File: src/rtl/tr_defuzzy_pkg.sv
`default_nettype none
// ============================================================================
// tr_defuzzy_pkg : shared FSM encoding and accumulator width helpers
// Revision 1.0
// ============================================================================
package tr_defuzzy_pkg;

  typedef enum logic [1:0] {
    S_IDLE = 2'd0,
    S_ACC  = 2'd1,
    S_DIV  = 2'd2,
    S_DONE = 2'd3
  } state_t;

  // Sized so that N_SETS worst-case terms never wrap.
  function automatic int den_width(input int w_in, input int n_sets);
    return w_in + 1 + $clog2(n_sets);
  endfunction

  function automatic int num_width(input int w_in, input int pos_w, input int n_sets);
    return w_in + 1 + pos_w + $clog2(n_sets);
  endfunction

endpackage
`default_nettype wire

File: src/rtl/tr_div_restoring.sv
`default_nettype none
// ============================================================================
// tr_div_restoring : restoring divider, one quotient bit per cycle, MSB first
// Revision 1.0
// ============================================================================
module tr_div_restoring #(
  parameter int NUM_W = 19,
  parameter int DEN_W = 11,
  parameter int Q_W   = 8
) (
  input  logic             clk,
  input  logic             rst,
  input  logic             load,
  input  logic [NUM_W-1:0] num,
  input  logic [DEN_W-1:0] den,
  output logic [Q_W-1:0]   quotient,
  output logic [DEN_W-1:0] remainder,
  output logic             done
);

  localparam int c_cnt_w = $clog2(Q_W + 1);

  logic [DEN_W-1:0]   r_rem;
  logic [DEN_W-1:0]   r_den;
  logic [Q_W-1:0]     r_low;
  logic [Q_W-1:0]     r_q;
  logic [c_cnt_w-1:0] r_cnt;

  logic [DEN_W:0]   w_trial;
  logic             w_ge;
  logic [DEN_W-1:0] w_rem_next;
  logic [Q_W-1:0]   w_q_next;

  always_comb begin
    w_trial    = {r_rem, r_low[Q_W-1]};
    w_ge       = (w_trial >= {1'b0, r_den});
    w_rem_next = w_ge ? DEN_W'(w_trial - {1'b0, r_den}) : w_trial[DEN_W-1:0];
    w_q_next   = Q_W'({r_q, w_ge});
  end

  // Outputs present the result of the step being taken this cycle, so the
  // caller can capture the final quotient on the same edge that completes it.
  assign quotient  = w_q_next;
  assign remainder = w_rem_next;
  assign done      = (r_cnt == c_cnt_w'(1));

  // The quotient is known to fit in Q_W bits, so the upper DEN_W bits of the
  // dividend are already below den and can seed the partial remainder.
  always_ff @(posedge clk or negedge rst) begin
    if (!rst) begin
      r_rem <= '0;
      r_den <= '0;
      r_low <= '0;
      r_q   <= '0;
      r_cnt <= '0;
    end else if (load) begin
      r_rem <= num[NUM_W-1 -: DEN_W];
      r_low <= num[Q_W-1:0];
      r_den <= den;
      r_q   <= '0;
      r_cnt <= c_cnt_w'(Q_W);
    end else if (r_cnt != '0) begin
      r_rem <= w_rem_next;
      r_low <= r_low << 1;
      r_q   <= w_q_next;
      r_cnt <= r_cnt - c_cnt_w'(1);
    end
  end

endmodule
`default_nettype wire

File: src/rtl/tr_defuzzy_seq.sv
`default_nettype none
// ============================================================================
// tr_defuzzy_seq : sequential type-reduction defuzzifier, sum(F*pos)/sum(F)
// Revision 1.0
// ============================================================================
module tr_defuzzy_seq
  import tr_defuzzy_pkg::*;
#(
  parameter int N_SETS = 3,
  parameter int W_IN   = 8,
  parameter int POS_W  = 8,
  parameter int ROUND  = 0
) (
  input  logic                    clk,
  input  logic                    rst,
  input  logic                    EN_defuzzificador,
  input  logic [N_SETS*W_IN-1:0]  fou_up,
  input  logic [N_SETS*W_IN-1:0]  fou_low,
  input  logic [N_SETS*POS_W-1:0] pos,
  output logic [POS_W-1:0]        saida,
  output logic                    valid,
  output logic                    busy,
  output logic                    div0
);

  localparam int c_den_w = den_width(W_IN, N_SETS);
  localparam int c_num_w = num_width(W_IN, POS_W, N_SETS);
  localparam int c_idx_w = $clog2(N_SETS + 1);
  localparam int c_f_w   = W_IN + 1;
  localparam int c_p_w   = W_IN + 1 + POS_W;

  state_t                  r_state, w_next;
  logic [N_SETS*W_IN-1:0]  r_up, r_low;
  logic [N_SETS*POS_W-1:0] r_pos;
  logic [c_den_w-1:0]      r_den;
  logic [c_num_w-1:0]      r_num;
  logic [c_idx_w-1:0]      r_idx;
  logic [POS_W-1:0]        r_saida;
  logic                    r_valid, r_div0;

  logic [W_IN-1:0]    w_up_sel, w_low_sel;
  logic [POS_W-1:0]   w_pos_sel;
  logic [c_f_w-1:0]   w_f;
  logic [c_p_w-1:0]   w_prod;
  logic               w_acc_last, w_div_load, w_div_done, w_round_up;
  logic [POS_W-1:0]   w_q, w_result;
  logic [c_den_w-1:0] w_rem;

  always_comb begin
    w_up_sel  = '0;
    w_low_sel = '0;
    w_pos_sel = '0;
    for (int i = 0; i < N_SETS; i++) begin
      if (r_idx == c_idx_w'(i)) begin
        w_up_sel  = r_up[i*W_IN +: W_IN];
        w_low_sel = r_low[i*W_IN +: W_IN];
        w_pos_sel = r_pos[i*POS_W +: POS_W];
      end
    end
    w_f        = c_f_w'(w_up_sel) + c_f_w'(w_low_sel);
    w_prod     = c_p_w'(w_f) * c_p_w'(w_pos_sel);
    w_acc_last = (r_idx == c_idx_w'(N_SETS));
    w_round_up = (ROUND != 0) && ({w_rem, 1'b0} >= {1'b0, r_den});
    w_result   = w_q + POS_W'(w_round_up);
  end

  tr_div_restoring #(
    .NUM_W (c_num_w),
    .DEN_W (c_den_w),
    .Q_W   (POS_W)
  ) u_div (
    .clk       (clk),
    .rst       (rst),
    .load      (w_div_load),
    .num       (r_num),
    .den       (r_den),
    .quotient  (w_q),
    .remainder (w_rem),
    .done      (w_div_done)
  );

  always_ff @(posedge clk or negedge rst) begin
    if (!rst) r_state <= S_IDLE;
    else      r_state <= w_next;
  end

  // ACC runs one extra cycle at idx==N_SETS so the zero test and divider load
  // see the fully registered sums.
  always_comb begin
    w_next     = r_state;
    w_div_load = 1'b0;
    case (r_state)
      S_IDLE: if (EN_defuzzificador) w_next = S_ACC;
      S_ACC: begin
        if (w_acc_last) begin
          if (r_den == '0) begin
            w_next = S_DONE;
          end else begin
            w_next     = S_DIV;
            w_div_load = 1'b1;
          end
        end
      end
      S_DIV:   if (w_div_done) w_next = S_DONE;
      S_DONE:  w_next = S_IDLE;
      default: w_next = S_IDLE;
    endcase
  end

  always_ff @(posedge clk or negedge rst) begin
    if (!rst) begin
      r_up    <= '0;
      r_low   <= '0;
      r_pos   <= '0;
      r_den   <= '0;
      r_num   <= '0;
      r_idx   <= '0;
      r_saida <= '0;
      r_valid <= 1'b0;
      r_div0  <= 1'b0;
    end else begin
      r_valid <= 1'b0;
      case (r_state)
        S_IDLE: begin
          if (EN_defuzzificador) begin
            r_up  <= fou_up;
            r_low <= fou_low;
            r_pos <= pos;
            r_den <= '0;
            r_num <= '0;
            r_idx <= '0;
          end
        end
        S_ACC: begin
          if (!w_acc_last) begin
            r_den <= r_den + c_den_w'(w_f);
            r_num <= r_num + c_num_w'(w_prod);
            r_idx <= r_idx + c_idx_w'(1);
          end else if (r_den == '0) begin
            r_saida <= '0;
            r_div0  <= 1'b1;
            r_valid <= 1'b1;
          end
        end
        S_DIV: begin
          if (w_div_done) begin
            r_saida <= w_result;
            r_div0  <= 1'b0;
            r_valid <= 1'b1;
          end
        end
        default: ;
      endcase
    end
  end

  assign saida = r_saida;
  assign valid = r_valid;
  assign div0  = r_div0;
  assign busy  = (r_state != S_IDLE);

endmodule
`default_nettype wire

File: config.mk
export PLATFORM = sky130hd
export DESIGN_NAME = tr_defuzzy_seq
export DESIGN_NICKNAME = d
export VERILOG_FILES = /design/src/rtl/tr_defuzzy_pkg.sv /design/src/rtl/tr_div_restoring.sv /design/src/rtl/tr_defuzzy_seq.sv
export SDC_FILE = /design/constraint.sdc
export NUM_CORES = 1
export LEC_CHECK = 0
export ABC_AREA = 1
export BUFFER_PORTS_ARGS = -buffer_cell sky130_fd_sc_hd__buf_2
export CELL_PAD_IN_SITES_DETAIL_PLACEMENT = 0
export CELL_PAD_IN_SITES_GLOBAL_PLACEMENT = 2
export CORE_MARGIN = 5
export CORE_UTILIZATION = 28
export DETAILED_ROUTE_END_ITERATION = 6
export GPL_TIMING_DRIVEN = 0
export PLACE_DENSITY = 0.76
export SLEW_MARGIN = 0
export SYNTH_ARGS = -nofsm -noshare
export SYNTH_HDL_FRONTEND = slang
export SYNTH_SLANG_ARGS = --single-unit
File: constraint.sdc
create_clock -name clk -period 6.3 [get_ports clk]
set_clock_uncertainty 0.1 [all_clocks]
set_input_delay 0.315 -clock clk [delete_from_list [all_inputs] [get_ports clk]]
set_output_delay 0.315 -clock clk [all_outputs]
set_load 0.03 [all_outputs]
======== Word level (Yosys, flattened, before mapping) ========
Cells that the tools add are included.
storage, ports and cells
  flip-flop bits (word level) ............. 157
  bits of input ports ..................... 75
  logic and storage cells ................. 94
operators by class
  multiplexer cells ....................... 47
  order comparisons ....................... 1
  equality and inequality tests ........... 12
  $add $sub $neg .......................... 6
  reduce and logical (&&, ||, !) cells .... 12
  $mul .................................... 1
operators by type and width
  cell                                                  number
  two-way mux 8 bit                                     14
  two-way mux 11 bit                                    5
  two-way mux 19 bit                                    2
  one-hot mux 19 bit (2 select lines)                   1
  one-hot mux 11 bit (2 select lines)                   1
  adder 19 x 17 -> 19 bit                               1
  multiplier 9 x 8 -> 17 bit                            1
  one-hot mux 8 bit (2 select lines)                    1
  two-way mux 7 bit                                     2
  >= comparator 12 x 11 -> 1 bit                        1
  adder 11 x 9 -> 11 bit                                1
  zero test 11 bit                                      1
  subtractor 11 bit                                     1
  two-way mux 1 bit                                     10
  two-way mux 2 bit                                     5
  adder 8 x 8 -> 9 bit                                  1
  equality test 2 bit (second input constant)           4
  two-way mux 4 bit                                     2
  inequality test 2 bit (second input constant)         4
  one-hot mux 2 bit (4 select lines)                    1
  nonzero test 2 bit                                    4
  AND reduction 3 bit                                   2
  equality test 2 x 1 -> 1 bit (second input constant)  2
  equality test 4 x 1 -> 1 bit (second input constant)  1
  9 further kinds                                       11

======== Longest topological paths before layout ========
  depth in word-level cells ............... 9
  mapped depth ............................ 34
  depth with buffers taken out ............ 32

======== Hierarchy ========
From an unflattened synthesis, not the netlist that was laid out.
unflattened totals
  cell total of the unflattened synthesis .. 1,394
  area total of the unflattened synthesis .. 11,743.8 um^2
by module, submodules not included
  module            area each (um^2)  cells each  instances  sequential area each (um^2)
  tr_defuzzy_seq    9,086.2           1,036       1          2,902.8
  tr_div_restoring  2,657.5           358         1          1,026.0

======== Worst setup path after synthesis ========
OpenSTA, ideal clock, no wires.
  path kind ............................... register to register
  start point ............................. register r_idx[0]
  end point ............................... register r_num[17]
  setup time .............................. 117 ps
  slack ................................... 273 ps
  data required time ...................... 6,083 ps
  data arrival time ....................... 5,810 ps
  cell stages (with the launch flop) ...... 30
  clock period less this slack ............ 6,027 ps
  path buffers ............................ 2
  path through ............................ dfrtp_1 > inv_1 > ha_1 > inv_2 > buf_2 > buf_2 > a21oi_1 > ha_1 > fa_1 > nand3_1 > nand2_1 > nand2_1 > nand2_1 > a21oi_1 > nand2b_2 > nand3_1 > fa_1 > inv_1 > fa_1 > fa_1 > inv_1 > fa_1 > inv_1 > ha_1 > a21oi_1 > o21ai_0 > a21oi_1 > nand3b_1 > nand3_1 > nand2_1
on the way
  cells in the longest elaborated chain, start to end .. 9
  elaborated cells on any way between the ends .. 20
  those cells by class .................... 2 x add/sub; 1 x mul; 4 x eq/ne; 11 x mux; 2 x reduce/logical
ends and longest elaborated chain
  item                                 RTL line               source
  start, declared                      tr_defuzzy_seq.sv:37   logic [c_idx_w-1:0] r_idx;
  start signal, assigned               tr_defuzzy_seq.sv:138  r_idx <= r_idx + c_idx_w'(1);
  zero test 2 bit                      tr_defuzzy_seq.sv:54   if (r_idx == c_idx_w'(i)) begin
  two-way mux 8 bit (3 in a row)       tr_defuzzy_seq.sv:54
  adder 8 x 8 -> 9 bit                 tr_defuzzy_seq.sv:60   w_f = c_f_w'(w_up_sel) + c_f_w'(w_low_sel);
  multiplier 9 x 8 -> 17 bit           tr_defuzzy_seq.sv:61   w_prod = c_p_w'(w_f) * c_p_w'(w_pos_sel);
  adder 19 x 17 -> 19 bit              tr_defuzzy_seq.sv:137  r_num <= r_num + c_num_w'(w_prod);
  two-way mux 19 bit                   tr_defuzzy_seq.sv:135  if (!w_acc_last) begin
  one-hot mux 19 bit (2 select lines)  tr_defuzzy_seq.sv:123  case (r_state)
  end signal, assigned                 tr_defuzzy_seq.sv:137
  end, declared                        tr_defuzzy_seq.sv:36   logic [c_num_w-1:0] r_num;
Several ways; a longest one is shown, not always the timed one. The select of a mux whose other input is x is not followed.
A chain may end at the register's enable or synchronous reset.

======== Worst setup path after layout ========
  start point ............................. register r_idx[0]
  end point ............................... register r_num[18]
The elaborated chain is that of the path after synthesis.

==> impl_metrics.csv <==
group,metric,value,unit
logic_synthesis,syn_area_per_cell,7.78,µm²
grt,grt_pass1_wl,54200,µm
die,die_y,212,µm
sta,slew_headroom,39.8,%
sta,slew_violations,0,
drt,avgViaCountPerCell,4.48,
layout,diodes,0,
sta,fin_crit_sh,96.5,%
die,ioPinCount,86,
drt,routedWlPerCell,15.1,µm
cts,cts.path.max_buffers,2,
logic_synthesis,synth_commonest_cells,"nand2_1 (482), inv_1 (204), dfrtp_1 (157), nor2_1 (112), ha_1 (79)",
place,io_buffers,85,
sta,finalHoldViolations,0,
cts,clk_latency,0.44,ns
setup_path,start_kind,"flip-flop",
setup_path,cp_slowest_stage_delay,0.59,ns
drt,drtIter0Drc,434,
die,start_util,28.2,%
logic_synthesis,async_reset_ff_share,100,%
setup_path,arrival,6.31,ns
grt,overflow,0,
setup_path,cp-startpoint,"r_idx[0]$_DFFE_PN0P_",
die,die_area,45100,µm²
sta,rsz0062_at_grt,"true",
sta,setup_viol_count_final,0,
drt,drt_pass1_iterations,5,
cts,cts_root_buffer,"clkbuf_16",
setup_path,rr_startpoint,"r_idx[0]$_DFFE_PN0P_",
cts,clk_pin_slew,0.07,ns
layout,fillers,4277,
cts,cts_tree,"built",
logic_synthesis,yosys.area.top_type,"dfrtp_1",
setup_path,slowest_stage,"fa_2",
logic_synthesis,ys_seq_elements,157,
setup_path,critPathBufInv,7,
logic_synthesis,yosysSeqAreaShare,34.3,%
logic_synthesis,syn-instance-count,1472,
setup_path,path_max_fanout,6,
die,coreArea,40600,µm²
drt,ant_nets,0,
layout,area_growth_syn_to_layout,29.6,%
min_path,hp-class,"input port to flip-flop",
sta,min_period,6.08,ns
drt,routed_wl,33400,µm
logic_synthesis,synth_top_area_share,34.3,%
layout,drive_gt1_share,21.5,%
drt,vias,9934,
logic_synthesis,synth.most_common_cell,"nand2_1",
layout,layout.nets,1885,
setup_path,crit_type,"flip-flop to flip-flop",
logic_synthesis,ys.flop_type,"dfrtp_1",
sta,tightest_slew,0.897,ns
min_path,holdCritStartpoint,"fou_low[17]",
logic_synthesis,synth_edf_count,0,
grt,grt_usage,15.1,%
die,die_w,212,µm
die,num_rows,74,
grt,grt_pass1_vias,10300,
run_status,status,"finished, final reports clean",
sta,fmax,0.164,GHz
cts,clock_sinks,157,
grt,antenna_found_initial,0,
cts,htreeDepth,4,
place,gp_congestion,0.840,
setup_path,critPathTopFamily,"adder cells",
job,drv_cap,0,
logic_synthesis,synth.top_cells.by_area,"dfrtp_1 (34%), nand2_1 (16%), fa_1 (10%), ha_1 (8.6%), inv_1 (6.7%)",
setup_path,endpoint_kind,"flip-flop",
logic_synthesis,yosys_warnings,0,
grt,grt_max_degree,85,
logic_synthesis,synth.distinct_cells,50,
drt,drc_errors,0,
logic_synthesis,synthesis.nets,1686,
logic_synthesis,syn_area,11500,µm²
place,dp_cells,2090,
sta,final.setup.tns,0,ns
setup_path,cp.required,6.53,ns
cts,cts_buffers,17,
layout,stdcell_count,2216,
place,dp_hpwl,25800,µm
[layer usage]
layer / GRT usage [%] / vias to the layer above / part of all wire (%)
met2: 26.0 / 155 / 49
met5: 0 / - / 0
li1: - / 5040 / -
met3: 2.33 / 31 / 2.9
met4: 3.80 / 0 / 2.1
met1: 20.1 / 4708 / 46
[cells in the final DEF, fill, tap and decap left out, types with 6 or more instances in the layout]
| master | synthesis | final |
|---|---|---|
| nand2_1 | 482 | 459 |
| inv_1 | 204 | 197 |
| dfrtp_1 | 157 | 156 |
| nor2_1 | 112 | 100 |
| buf_2 | 14 | 90 |
| ha_1 | 79 | 63 |
| dlygate4sd3_1 | 0 | 63 |
| fa_1 | 60 | 57 |
| a21oi_1 | 67 | 41 |
| nand3_1 | 56 | 41 |
| o21ai_0 | 40 | 36 |
| buf_4 | 3 | 34 |
| inv_2 | 21 | 24 |
| nand2_2 | 8 | 21 |
| clkbuf_16 | 0 | 19 |
| a21oi_2 | 0 | 18 |
| o21ai_1 | 16 | 18 |
| nand3_2 | 4 | 17 |
| o21ai_2 | 14 | 16 |
| o22ai_1 | 16 | 16 |
| clkbuf_1 | 15 | 15 |
| ha_4 | 0 | 14 |
| nand2_4 | 4 | 13 |
| a21oi_4 | 3 | 11 |
| a22oi_1 | 13 | 11 |
| nor2_4 | 3 | 10 |
| nor2_2 | 5 | 10 |
| nand4_1 | 9 | 9 |
| and2_1 | 9 | 8 |
| buf_6 | 4 | 7 |
| inv_6 | 0 | 7 |
| o22ai_2 | 6 | 6 |
[repair_timing]
item	CTS	global route
setup endpoints to repair	12	12
hold buffers	63	0
buffers inserted	3	28
resized for setup	74	101
cloned	0	2
hold endpoints to repair	135	0
pin swaps	9	69
[tightest hold or removal path: stages]
cell     delay, ns
buf_2         0.07
nand2_1       0.07
nand2_1       0.06
[stage by stage]
step / instance area [µm²] / utilization [%] / hold slack (ns) / worst slack [ns]
after global routing: 14900 / 36.5 / 0.0165 / -0.0993
after global placement: 12500 / 30.9 / 0.359 / -0.715
final: 14900 / 36.5 / 0.00863 / 0.220
after floorplan: 11500 / - / -0.0806 / 0.273
after CTS: 14200 / 34.8 / 0.00306 / 0.00976
after detailed placement: 12600 / 31.0 / 0.230 / -0.746
[worst paths after layout]
| path | cells after the start | slack (ns) | to |
|---|---|---|---|
| max in group asynchronous | 3 | 4.93 | r_num[4]$_DFFE_PN0P_ |
| min reg2reg | 2 | 0.37 | saida[2]$_DFFE_PN0P_ |
| min | 3 | 0.009 | r_low[17]$_DFFE_PN0P_ |
| max reg2reg | 33 | 0.22 | r_num[18]$_DFFE_PN0P_ |
| min in group asynchronous | 2 | 0.31 | r_low[21]$_DFFE_PN0P_ |
| max | 33 | 0.22 | r_num[18]$_DFFE_PN0P_ |
[flip-flops by register name, indices dropped and copies added, names as in the netlist]
name	count
r_low	24
r_pos	24
r_up	24
r_num	19
r_den	11
u_div.r_den	11
u_div.r_rem	11
saida	8
u_div.r_low	8
u_div.r_q	7
u_div.r_cnt	4
r_idx	2
r_state	2
div0	1
valid	1
[layout make-up]
type,instances,area (µm²),share of cell area [%]
well taps,532,666,4.48
flip-flops and latches,157,3930,26.5
repair buffers,182,1400,9.40
clock inverters,15,170,1.15
multi-input cells,1052,7160,48.2
plain buffers,36,243,1.63
clock buffers,17,425,2.86
inverters,225,857,5.77
[cell families (layout without fill, tap and decap cells)]
| logic type | count (synthesis) | after routing | synth area share, % |
|---|---|---|---|
| flops | 157 | 157 | 34.3 |
| buf+inv | 263 | 475 | 9.28 |
| fa+ha+maj | 139 | 139 | 19.1 |
| simple gates | 710 | 710 | 25.8 |
| compound gates | 195 | 195 | 10.8 |
| xor+xnor | 8 | 8 | 0.677 |
Power is left out: the tool's default activity adds up to more than one toggle a clock period on the data nets, which glitch-free logic cannot reach.
